--- config.mk ---
export PLATFORM = sky130hd
export DESIGN_NAME = board_input_ctrl
export DESIGN_NICKNAME = d
export VERILOG_FILES = /design/src/rtl/board_input_ctrl.sv
export SDC_FILE = /design/constraint.sdc
export NUM_CORES = 1
export LEC_CHECK = 0
export BUFFER_PORTS_ARGS = -buffer_cell sky130_fd_sc_hd__buf_2
export CORE_AREA = 2 2 105 107
export CTS_BUF_LIST = sky130_fd_sc_hd__clkbuf_8
export CTS_CLUSTER_DIAMETER = 200
export CTS_CLUSTER_SIZE = 20
export DETAILED_ROUTE_END_ITERATION = 12
export DIE_AREA = 0 0 107 109
export MAX_ROUTING_LAYER = met4
export SLEW_MARGIN = 15
export SYNTH_ARGS = -nofsm -noshare
export SYNTH_HDL_FRONTEND = slang
export SYNTH_SLANG_ARGS = --single-unit
--- constraint.sdc ---
create_clock -name FPGAclk_div -period 3.8 [get_ports FPGAclk_div]
set_input_delay 0.38 -clock FPGAclk_div [delete_from_list [all_inputs] [get_ports FPGAclk_div]]
set_output_delay 0.38 -clock FPGAclk_div [all_outputs]
set_load 0.05 [all_outputs]
--- src/rtl/board_input_ctrl.sv ---
// Board input controller: synchronises and debounces four push-buttons, generates the
// manual single-step CPU clock and the PC/register display selection.
module board_input_ctrl #(
    parameter int DEBOUNCE_CYCLES = 8,
    parameter int CLK_HIGH_CYCLES = 2,
    parameter int REG_COUNT       = 18
) (
    input  logic        FPGAclk_div,
    input  logic        reset,
    input  logic        btn_step,
    input  logic        btn_up,
    input  logic        btn_down,
    input  logic        btn_mode,
    output logic        cpu_clk,
    output logic        display_pc,
    output logic [4:0]  display_reg,
    output logic [15:0] step_count
);

    localparam int DB_W = $clog2(DEBOUNCE_CYCLES + 1);
    localparam int HC_W = $clog2(CLK_HIGH_CYCLES + 1);
    localparam logic [DB_W-1:0] DB_LAST  = DB_W'(DEBOUNCE_CYCLES - 1);
    localparam logic [HC_W-1:0] HC_LAST  = HC_W'(CLK_HIGH_CYCLES - 1);
    localparam logic [4:0]      REG_LAST = 5'(REG_COUNT - 1);

    localparam logic [1:0] ST_IDLE = 2'd0;
    localparam logic [1:0] ST_HIGH = 2'd1;
    localparam logic [1:0] ST_LOW  = 2'd2;

    // Bit order for all per-button vectors: {mode, down, up, step}
    logic [3:0]      btn_raw;
    logic [3:0]      sync_p0;
    logic [3:0]      sync_p1;
    logic [3:0]      deb_lvl;
    logic [3:0]      deb_lvl_d;
    logic [3:0]      btn_evt;
    logic [DB_W-1:0] deb_cnt [4];

    logic [1:0]      state;
    logic [HC_W-1:0] hc_cnt;

    assign btn_raw = {btn_mode, btn_down, btn_up, btn_step};
    assign btn_evt = deb_lvl & ~deb_lvl_d;

    // Synchroniser and debounce, one lane per button
    always_ff @(posedge FPGAclk_div or posedge reset) begin
        if (reset) begin
            sync_p0   <= '0;
            sync_p1   <= '0;
            deb_lvl   <= '0;
            deb_lvl_d <= '0;
            for (int i = 0; i < 4; i++) deb_cnt[i] <= '0;
        end else begin
            sync_p0   <= btn_raw;
            sync_p1   <= sync_p0;
            deb_lvl_d <= deb_lvl;
            for (int i = 0; i < 4; i++) begin
                if (sync_p1[i] == deb_lvl[i]) begin
                    deb_cnt[i] <= '0;
                end else if (deb_cnt[i] == DB_LAST) begin
                    deb_lvl[i] <= ~deb_lvl[i];
                    deb_cnt[i] <= '0;
                end else begin
                    deb_cnt[i] <= deb_cnt[i] + DB_W'(1);
                end
            end
        end
    end

    // Step FSM: events arriving outside IDLE are simply dropped
    always_ff @(posedge FPGAclk_div or posedge reset) begin
        if (reset) begin
            state      <= ST_IDLE;
            hc_cnt     <= '0;
            cpu_clk    <= 1'b0;
            step_count <= '0;
        end else begin
            case (state)
                ST_IDLE: begin
                    hc_cnt <= '0;
                    if (btn_evt[0]) begin
                        state      <= ST_HIGH;
                        cpu_clk    <= 1'b1;
                        step_count <= step_count + 16'd1;
                    end
                end
                ST_HIGH: begin
                    if (hc_cnt == HC_LAST) begin
                        state   <= ST_LOW;
                        cpu_clk <= 1'b0;
                        hc_cnt  <= '0;
                    end else begin
                        hc_cnt <= hc_cnt + HC_W'(1);
                    end
                end
                ST_LOW: begin
                    if (hc_cnt == HC_LAST) begin
                        state  <= ST_IDLE;
                        hc_cnt <= '0;
                    end else begin
                        hc_cnt <= hc_cnt + HC_W'(1);
                    end
                end
                default: begin
                    state   <= ST_IDLE;
                    hc_cnt  <= '0;
                    cpu_clk <= 1'b0;
                end
            endcase
        end
    end

    // Register select and display mode
    always_ff @(posedge FPGAclk_div or posedge reset) begin
        if (reset) begin
            display_reg <= '0;
            display_pc  <= 1'b1;
        end else begin
            if (btn_evt[1] && !btn_evt[2]) begin
                display_reg <= (display_reg == REG_LAST) ? 5'd0 : display_reg + 5'd1;
            end else if (btn_evt[2] && !btn_evt[1]) begin
                display_reg <= (display_reg == 5'd0) ? REG_LAST : display_reg - 5'd1;
            end
            if (btn_evt[3]) display_pc <= ~display_pc;
        end
    end

endmodule
After elaboration in Yosys (flattened, before gate mapping)
Index checks and enable logic that the tools add are counted.

word-level totals
  register bits = 59
  latch bits = 0
  RAM bits = 0
  memory bits (read-only) = 0
  bits of input ports = 6
  output and inout port bits = 23
  logic and storage cells = 88
  memories = 0

operators by class
  add/subtract/negate cells = 8
  $mul = 0
  divide/modulo/power cells = 0
  $lt $le $gt $ge = 0
  equal/unequal tests = 15
  shifts and indexed selects = 0
  muxes and demuxes = 21
  bitwise logic cells = 12
  reduce and logical (&&, ||, !) cells = 15

operators by type and width
  cell                                                                    number
  4-bit 2-to-1 mux                                                        8
  5-bit 2-to-1 mux                                                        4
  16-bit by 1-bit adder with 16-bit output (second input constant)        1
  4-bit by 1-bit adder with 4-bit output (second input constant)          4
  4-bit by 3-bit equality test with 1-bit output (second input constant)  4
  2-bit 2-to-1 mux                                                        5
  1-bit NOT                                                               10
  2-bit AND reduction                                                     5
  2-bit != test (second input constant)                                   3
  2-bit one-hot mux with 3 select lines                                   1
  3-bit AND reduction                                                     2
  5-bit by 1-bit adder with 5-bit output (second input constant)          1
  5-bit equality test (second input constant)                             1
  5-bit zero test                                                         1
  5-bit by 1-bit subtractor with 5-bit output (second input constant)     1
  4-bit AND                                                               1
  1-bit equality test                                                     4
  2-bit by 1-bit equality test with 1-bit output (second input constant)  2
  4-bit NOT                                                               1
  1-bit one-hot mux with 3 select lines                                   1
  2-bit by 1-bit adder with 2-bit output (second input constant)          1
  2-bit equality test (second input constant)                             1
  1-bit logical AND                                                       2
  1-bit zero test                                                         2
  4 further kinds                                                         5

Depth between registers and ports, before layout
Gate-level depths: netlist of run 1.

  word-level depth = 6
  depth in mapped cells = 7
  gate-level depth less buffers = 6

Worst setup path after synthesis of run 1
OpenSTA, ideal clock, no wires.

  path kind = register to register
  start point = reg display_reg[0]
  end point = reg display_reg[3]
  setup time = 122 ps
  data arrival time = 1852 ps
  required time = 3678 ps
  setup slack = 1826 ps
  stages on the path, launching flop included = 6
  path buffers = 0
  period minus slack after synthesis = 1974 ps
  cell sequence = dfrtp_1 > ha_1 > nor4bb_1 > nor2_1 > a221o_1 > a22o_1

on the way
  longest elaborated chain between the ends = 4
  elaborated cells between the ends (all ways) = 8
  classes of those cells = add/sub: 2; eq/ne: 1; mux: 4; reduce/logical: 1

RTL lines
  element                                                                         RTL line  RTL
  start, declared                                                                 16        output logic [4:0] display_reg,
  start signal, assigned                                                          120       display_reg <= (display_reg == REG_LAST) ? 5'd0 : display_reg + 5'd1;
  start signal, assigned                                                          122       display_reg <= (display_reg == 5'd0) ? REG_LAST : display_reg - 5'd1;
  5-bit by 1-bit subtractor with 5-bit output or 5-bit zero test (tied branches)  122
  5-bit 2-to-1 mux                                                                122
  5-bit 2-to-1 mux                                                                121       end else if (btn_evt[2] && !btn_evt[1]) begin
  5-bit 2-to-1 mux (*)                                                            119       if (btn_evt[1] && !btn_evt[2]) begin

Every way passes the cells marked *; elsewhere a longest branch is shown, timed or not. The select of a mux whose other input is x is not followed.
A chain may end at the register's enable or synchronous reset.

Worst setup path after layout of run 1
  start point = reg display_reg[1]
  end point = reg display_reg[3]

Same word-level chain as after synthesis.

==> results_dict.tcl, run 1 <==
set metrics [dict create \
    r2r_end "display_reg[3]" \
    switching_share_pct 37.0 \
    critical_path_class "flip-flop to flip-flop" \
    core_um2 10600 \
    portBuffers 28 \
    fin_nets 277 \
    drive_gt1_share_pct 19.9 \
    relSlewSlack_pct 65.1 \
    firstDrtPassIters 4 \
    synthAdderAreaFrac_pct 6.34 \
    final-setup-viol-count 0 \
    crit_chain "inv_1 -> ha_1 -> nor4bb_1 -> nor2_1 -> a221o_1 -> a22o_1" \
    synth.distinct_cells 40 \
    final_util_pct 28.8 \
    status "finished, final reports clean" \
    finalCritPeriodShare_pct 51.1 \
    synth_edf_count 0 \
    synth_top_family_by_area "simple AND/OR/NAND/NOR gates" \
    synth_cells 221 \
    finalPower_mw 2.16 \
    p_clk_share_pct 24.6 \
    grt_pass1_vias 1726 \
    synth_flop_cell "dfrtp_1" \
    drv_slew 0 \
    drv_cap 0 \
    yosysSeqAreaShare_pct 57.6 \
    p_leak_nw 1.42 \
    ctsResizeCount 0 \
    internal_power_mw 1.36 \
    clk_latency_ps 330 \
    synthSimpleGateAreaFrac_pct 16.3 \
    wl_per_cell_um 11.4 \
    p_sw_mw 0.800 \
    synth-compound-area-share_pct 6.93 \
    avgSynthCellArea_um2 11.6 \
    gp_congestion 0.896 \
    regToRegSetupSlack_ps 1860 \
    placementRows 38 \
    grt_max_degree 37 \
    clk_pin_slew_worst_paths_ps 60 \
    clockBufferDepth 2 \
    synth_top_cell_by_area "dfrtp_1" \
    critPathSlowestCell "dfrtp_1" \
    cts_tree "built" \
    cts-root-buf "clkbuf_8" \
    crit_fanout 6 \
    area_growth_pct 19.2 \
    synthMostInstantiatedCell "dfrtp_1" \
    synth_xor_area_share_pct 8.20 \
    syn_area_um2 2560 \
    crit_family "simple AND/OR/NAND/NOR gates" \
    grt-ovfl-total 0 \
    dp_hpwl_um 3260 \
    cts.hold.buffers_added 0 \
    crit_buf_inv 1 \
    fin_area_um2 3060 \
    routed_wl_um 4550 \
    end_kind "flip-flop" \
    h-tree-depth 3 \
    num-fill-cells 1093 \
    async_reset_ff_share_pct 100 \
    cpPeakStageDelay_ps 430 \
    die_w_um 107 \
    pin_count 29 \
    power_per_cell_area_nw_per_um2 708 \
    arrival_ps 2150 \
    yosys-top-cells-area "dfrtp_1, xnor2_1, ha_1" \
    rsz0062_at_grt "false" \
    fin_crit_ps 1940 \
    die_area_um2 11700 \
    cts_made_buffers 9 \
    ys_ff_latch 59 \
    worstRegToRegCells 6 \
    worst_clock_skew_ps 8.87 \
    pwr-share-seq_pct 42.4 \
    ant_nets 0 \
    drc_errors 0 \
    synth_mux_area_share_pct 2.64 \
    cts_sinks 59 \
    grt_usage_pct 9.36 \
    yosysTopAreaCellShare_pct 56.6 \
    ir_worst_vdd_mv 0.287 \
    crit_path_start_kind "flip-flop" \
    drtIter0Drc 50 \
    cp.required_ps 4010 \
    dpl_cell_area_um2 2880 \
    grt_pass1_wl_um 8160 \
    ys_warn_count 0 \
    via_count 1720 \
    combPwrFrac_pct 33.0 \
    initial_utilization_pct 24.2 \
    synthTopCellsByCount "dfrtp_1, nor2_1, xnor2_1, ha_1" \
    tightest_slew_ps 522 \
    via_per_inst 4.29 \
    crit-reg2reg-launch "display_reg[1]" \
    antenna_found_initial 0 \
    hold_viol 0 \
    fin_setup_tns_ps 0 \
    antennaDiodeCount 0 \
    fmax_mhz 515 \
    post_cts_buffers 0 \
    min_path_type "input pin to async pin" \
    die_h_um 109 \
    synth_nets 240 \
]
[placed cells by master, fill, tap and decap left out, types with 6 or more instances in the layout]
master | synthesis | layout
nor2_1 | 22 | 22
buf_2 | 0 | 28
ha_1 | 13 | 13
nor2b_1 | 6 | 6
nand2_1 | 11 | 11
inv_1 | 10 | 10
clkbuf_8 | 0 | 10
nand3_1 | 11 | 11
xnor2_1 | 21 | 21
dfrtp_1 | 58 | 58
a21oi_1 | 10 | 10
nor3_1 | 9 | 9
[area by class of cell]
class	count	area [um2]	area share, %
sequential	59	1480	48.3
tap	140	175	5.73
clock inverter	4	43.8	1.43
multi-input combinational	149	1040	33.9
clock buffer	10	138	4.50
timing repair buffer	29	148	4.83
inverter	10	37.5	1.23
[routing by layer]
metal  GRT usage [%]  vias to the layer above  share of wire, %  wire, um
met5               -                        -                 0         0
met4            3.53                        0               1.0        46
met3            4.30                        6               5.9       270
met2            14.3                       53                46      2110
met1            10.8                      823                47      2130
li1                -                      838                 -         -
[kinds of logic after synthesis]
| logic type | after synthesis |
|---|---|
| adder cells (fa/ha/maj) | 13 |
| multiplexers | 6 |
| AO/OA/AOI/OAI | 27 |
| flip-flops | 59 |
| buffers and inverters | 13 |
| AND/OR/NAND/NOR | 79 |
| XOR/XNOR | 24 |
[worst max path at each step]
stage / from / endpoint / slack (ps) / cells after the start
final: display_reg[1] / display_reg[3] / 1860 / 6
after global placement: display_reg[1] / display_reg[3] / 2070 / 6
after detailed placement: display_reg[1] / display_reg[3] / 1910 / 6
after CTS: display_reg[1] / display_reg[3] / 1900 / 6
after floorplan: display_reg[0] / display_reg[3] / 1830 / 5
after global routing: display_reg[1] / display_reg[3] / 1740 / 6
[metrics by stage]
step,hold slack (ps),cells,setup slack (ps)
6_report,86.1,401,1860
5_1_grt,105,401,1740
4_1_cts,91.1,401,1900
3_5_place_dp,335,387,1910
3_3_place_gp,334,387,2070
2_1_floorplan,331,221,1830
[power by group through the flow]
stage | sequential [mW] | combinational, mW | clock [mW]
floorplan | 1.04 | 0.439 | 0
global placement | 0.917 | 0.707 | 0
detailed placement | 0.930 | 0.716 | 0
CTS | 0.919 | 0.722 | 0.556
global route | 0.944 | 0.794 | 0.592
finish | 0.918 | 0.714 | 0.531
Note: power is estimated with default switching activity, not from simulation.
==> inputs of run 2 (changes only) <==
==> constraint.sdc (replaced) <==
create_clock -name FPGAclk_div -period 1.8 [get_ports FPGAclk_div]
set_input_delay 0.18 -clock FPGAclk_div [delete_from_list [all_inputs] [get_ports FPGAclk_div]]
set_output_delay 0.18 -clock FPGAclk_div [all_outputs]
set_load 0.05 [all_outputs]
==> results_dict.tcl, run 2 (synthesized netlist as in run 1, its figures left out) <==
set metrics [dict create \
    status "finished, final reports clean" \
    antennaDiodeCount 0 \
    crit-reg2reg-launch "state[0]" \
    ir_worst_vdd_mv 0.544 \
    cts_made_buffers 9 \
    core_um2 10600 \
    cp.required_ps 2010 \
    end_kind "flip-flop" \
    num-fill-cells 1108 \
    crit_start "state[0]" \
    grt_pass1_vias 1747 \
    die_w_um 107 \
    via_count 1711 \
    dp_hpwl_um 3290 \
    pre_cts_ws_ps 33.7 \
    routed_wl_um 4660 \
    ant_nets 0 \
    min_path_type "flip-flop to flip-flop" \
    antenna_found_initial 0 \
    portBuffers 28 \
    drv_cap 0 \
    fmax_mhz 590 \
    crit_fanout 5 \
    clk_pin_slew_worst_paths_ps 60 \
    clockBufferDepth 2 \
    finalCritPeriodShare_pct 94.1 \
    fin_nets 285 \
    fin_crit_ps 1690 \
    final-setup-viol-count 0 \
    area_growth_pct 23.7 \
    firstDrtPassIters 4 \
    final_cell_mix "dfrtp_1, buf_2, xnor2_1, nor2_1, ha_1" \
    grt_max_degree 44 \
    pin_count 29 \
    crit_path_start_kind "flip-flop" \
    cts_tree "built" \
    min_from "sync_p0[3]" \
    drv_slew 0 \
    drive_gt1_share_pct 22.3 \
    dr_wl_met3_um 261 \
    relSlewSlack_pct 74.2 \
    die_area_um2 11700 \
    wl_met2_um 2170 \
    die_h_um 109 \
    arrival_ps 1910 \
    holdWs_ps 349 \
    grt-ovfl-total 0 \
    met1_length_um 2170 \
    highest_layer "met4" \
    grt_usage_pct 9.15 \
    initial_utilization_pct 24.2 \
    power_per_cell_area_nw_per_um2 1460 \
    gp_congestion 0.830 \
    fin_ws_ps 105 \
    clk_latency_ps 330 \
    fin_setup_tns_ps 0 \
    drc_errors 0 \
    hold_viol 0 \
    p_leak_nw 1.47 \
    rsz0062_at_grt "false" \
    wl_per_cell_um 11.4 \
    tightest_slew_ps 387 \
    cts_sinks 59 \
    final_common_cell "dfrtp_1" \
    drtIter0Drc 42 \
    via_per_inst 4.18 \
    grt_pass1_wl_um 8000 \
    critical_path_class "flip-flop to flip-flop" \
    worst_clock_skew_ps 13.7 \
    placementRows 38 \
    cts-root-buf "clkbuf_8" \
    h-tree-depth 3 \
]
[run 2: cell types whose count changed in the layout (fill, tap and decap cells not counted), sizes merged]
cell | before | now
dlygate4sd3 | 0 | 5
buf | 29 | 32
[run 2: where the power goes]
part	switching, mW	leakage, nW	internal [mW]
combinational	0.938	0.598	0.628
sequential	0.303	0.769	1.65
clock	0.475	0.0992	0.651
[run 2: critical path, stage by stage, from the launching register on]
cell and delay, ps:
dfrtp_1 380, inv_1 100, ha_1 260, nand3b_2 190, nor3_4 330, nand4_1 170, xnor2_1 150
[run 2: final timing paths]
| check | slack [ps] | depth (start not counted) | to |
|---|---|---|---|
| worst max-delay path | 110 | 6 | step_count[15] |
| worst min-delay path | 350 | 0 | sync_p1[3] |
| worst max register to register | 110 | 6 | step_count[15] |
| worst min register to register | 350 | 0 | sync_p1[3] |
| max in group asynchronous | 880 | 4 | deb_cnt[1] |
| min in group asynchronous | 370 | 3 | display_reg[3] |
[run 2: what timing repair did]
action | in CTS | in global routing
setup buffers | 0 | 1
hold buffers | 5 | 0
hold endpoints to repair | 19 | 0
setup endpoints to repair | 0 | 2
resized for setup | 0 | 2
[run 2: layout make-up]
| cell class | instances | area, um2 | area share, % |
|---|---|---|---|
| repair buffers | 37 | 233 | 7.34 |
| clock buffers | 10 | 138 | 4.34 |
| multi-input cells | 149 | 1060 | 33.5 |
| well taps | 140 | 175 | 5.52 |
| inverters | 10 | 37.5 | 1.18 |
| clock inverters | 4 | 43.8 | 1.38 |
| flip-flops and latches | 59 | 1480 | 46.7 |
[run 2: per-layer routing]
metal	GRT usage [%]	vias to the layer above
met5	-	-
met4	3.06	0
met3	4.12	6
met2	14.6	39
met1	10.3	813
li1	-	853
[run 2: metrics by stage]
step	area (um2)	utilization [%]	instances	power [mW]
2_1_floorplan	2580	-	221	3.15
3_3_place_gp	2920	27.5	389	3.48
3_5_place_dp	2920	27.5	389	3.52
4_1_cts	3150	29.7	408	4.70
5_1_grt	3170	29.9	409	4.99
6_report	3170	29.9	409	4.64
==> inputs of run 3 (changes only) <==
--- a/config.mk
+++ b/config.mk
@@ -6,12 +6,12 @@
 export NUM_CORES = 1
 export LEC_CHECK = 0
 export BUFFER_PORTS_ARGS = -buffer_cell sky130_fd_sc_hd__buf_2
-export CORE_AREA = 2 2 105 107
+export CORE_AREA = 2 2 94 119
 export CTS_BUF_LIST = sky130_fd_sc_hd__clkbuf_8
 export CTS_CLUSTER_DIAMETER = 200
 export CTS_CLUSTER_SIZE = 20
 export DETAILED_ROUTE_END_ITERATION = 12
-export DIE_AREA = 0 0 107 109
+export DIE_AREA = 0 0 96 121
 export MAX_ROUTING_LAYER = met4
 export SLEW_MARGIN = 15
 export SYNTH_ARGS = -nofsm -noshare
==> results_dict.tcl, run 3 (synthesized netlist as in run 1, its figures left out) <==
set metrics [dict create \
    end_kind "flip-flop" \
    pin_count 29 \
    crit_start "display_reg[1]" \
    ant_nets 0 \
    area_growth_pct 22.7 \
    drive_gt1_share_pct 22.9 \
    cts_sinks 59 \
    min_delay_path_depth 0 \
    final_common_cell "dfrtp_1" \
    fin_crit_ps 1740 \
    placementRows 42 \
    final-setup-viol-count 0 \
    grt_pass1_wl_um 7700 \
    critical_path_class "flip-flop to flip-flop" \
    drtIter0Drc 86 \
    grt-ovfl-total 0 \
    min_to "sync_p1[3]" \
    arrival_ps 1970 \
    ir_worst_vdd_mv 0.791 \
    die_area_um2 11600 \
    final_util_pct 30.1 \
    fmax_mhz 573 \
    portBuffers 28 \
    grt_max_degree 60 \
    tightest_slew_ps 390 \
    grt_usage_pct 8.92 \
    cts_tree "built" \
    worst_clock_skew_ps 11.5 \
    via_count 1763 \
    initial_utilization_pct 24.5 \
    dp_hpwl_um 3100 \
    final_cell_mix "dfrtp_1, buf_2, xnor2_1, nor2_1, ha_1" \
    die_w_um 96 \
    die_h_um 121 \
    internal_power_mw 2.80 \
    cp.required_ps 2030 \
    drv_slew 0 \
    min_path_type "flip-flop to flip-flop" \
    rsz0062_at_grt "false" \
    gp_congestion 0.730 \
    clk_latency_ps 340 \
    clockBufferDepth 2 \
    crit_path_start_kind "flip-flop" \
    combPwrFrac_pct 35.0 \
    antennaDiodeCount 0 \
    wl_per_cell_um 11.0 \
    switching_share_pct 38.0 \
    hold_viol 0 \
    drv_cap 0 \
    grt_pass1_vias 1738 \
    via_per_inst 4.37 \
    cts_made_buffers 9 \
    finalPower_mw 4.52 \
    worstRegToRegCells 6 \
    num-fill-cells 1070 \
    core_um2 10500 \
    status "finished, final reports clean" \
    routed_wl_um 4430 \
    clk_pin_slew_worst_paths_ps 60 \
    r2r_end "display_reg[3]" \
    fin_nets 285 \
    fin_setup_tns_ps 0 \
    min_from "sync_p0[3]" \
    p_clk_share_pct 22.0 \
    drc_errors 0 \
    cts-root-buf "clkbuf_8" \
    regToRegSetupSlack_ps 60 \
    firstDrtPassIters 4 \
    crit_fanout 6 \
    crit-reg2reg-launch "display_reg[1]" \
    antenna_found_initial 0 \
    h-tree-depth 3 \
    p_leak_nw 1.46 \
    power_per_cell_area_nw_per_um2 1440 \
    finalCritPeriodShare_pct 96.9 \
    pwr-share-seq_pct 43.1 \
    relSlewSlack_pct 74.0 \
    p_sw_mw 1.72 \
]
run 3: how the worst max path moves through the flow:
stage | slack, ps | to | depth (start not counted)
after floorplan | 30 | display_reg[3] | 6
after global placement | 110 | display_reg[3] | 6
after detailed placement | 70 | display_reg[3] | 6
after CTS | 50 | display_reg[3] | 6
after global routing | 5 | step_count[7] | 6
final | 60 | display_reg[3] | 6
run 3: per-stage QoR:
step	cells	instance area, um2	setup slack (ps)	hold WS, ps
2_1_floorplan	221	2580	27.8	211
3_3_place_gp	380	2900	111	274
3_5_place_dp	380	2900	69.9	267
4_1_cts	401	3120	49.0	357
5_1_grt	403	3150	5.03	360
6_report	403	3150	55.7	354
run 3: metal layers:
metal	vias to the layer above	part of all wire (%)	track usage [%]
met5	-	0	-
met4	0	1.6	4.82
met3	7	5.2	3.54
met1	863	43	9.80
li1	853	-	-
met2	40	50	13.7
run 3: power by group through the flow:
stage	clock [mW]	combinational, mW	sequential, mW
floorplan	0	0.937	2.21
global placement	0	1.50	1.96
detailed placement	0	1.54	1.98
CTS	1.05	1.56	1.95
global route	1.11	1.77	1.99
finish	0.993	1.58	1.95
run 3: final cells by class:
type,instances,area (um2),area share [%]
flip-flops and latches,59,1480,47.1
multi-input cells,149,1070,33.9
repair buffers,37,233,7.40
inverters,10,37.5,1.19
well taps,132,165,5.25
clock inverters,6,26.3,0.835
clock buffers,10,138,4.38
run 3: what timing repair did:
action | CTS | global route
endpoints found under the hold margin | 62 | 0
hold buffers | 5 | 0
setup endpoints to repair | 0 | 7
setup buffers | 0 | 2
resized for setup | 0 | 4
run 3: worst max-delay path: stages (launching register included):
cell	delay (ps)
dfrtp_2	440
inv_2	90
ha_1	180
nor4bb_4	320
nor2_1	110
a221o_1	320
a22o_1	170
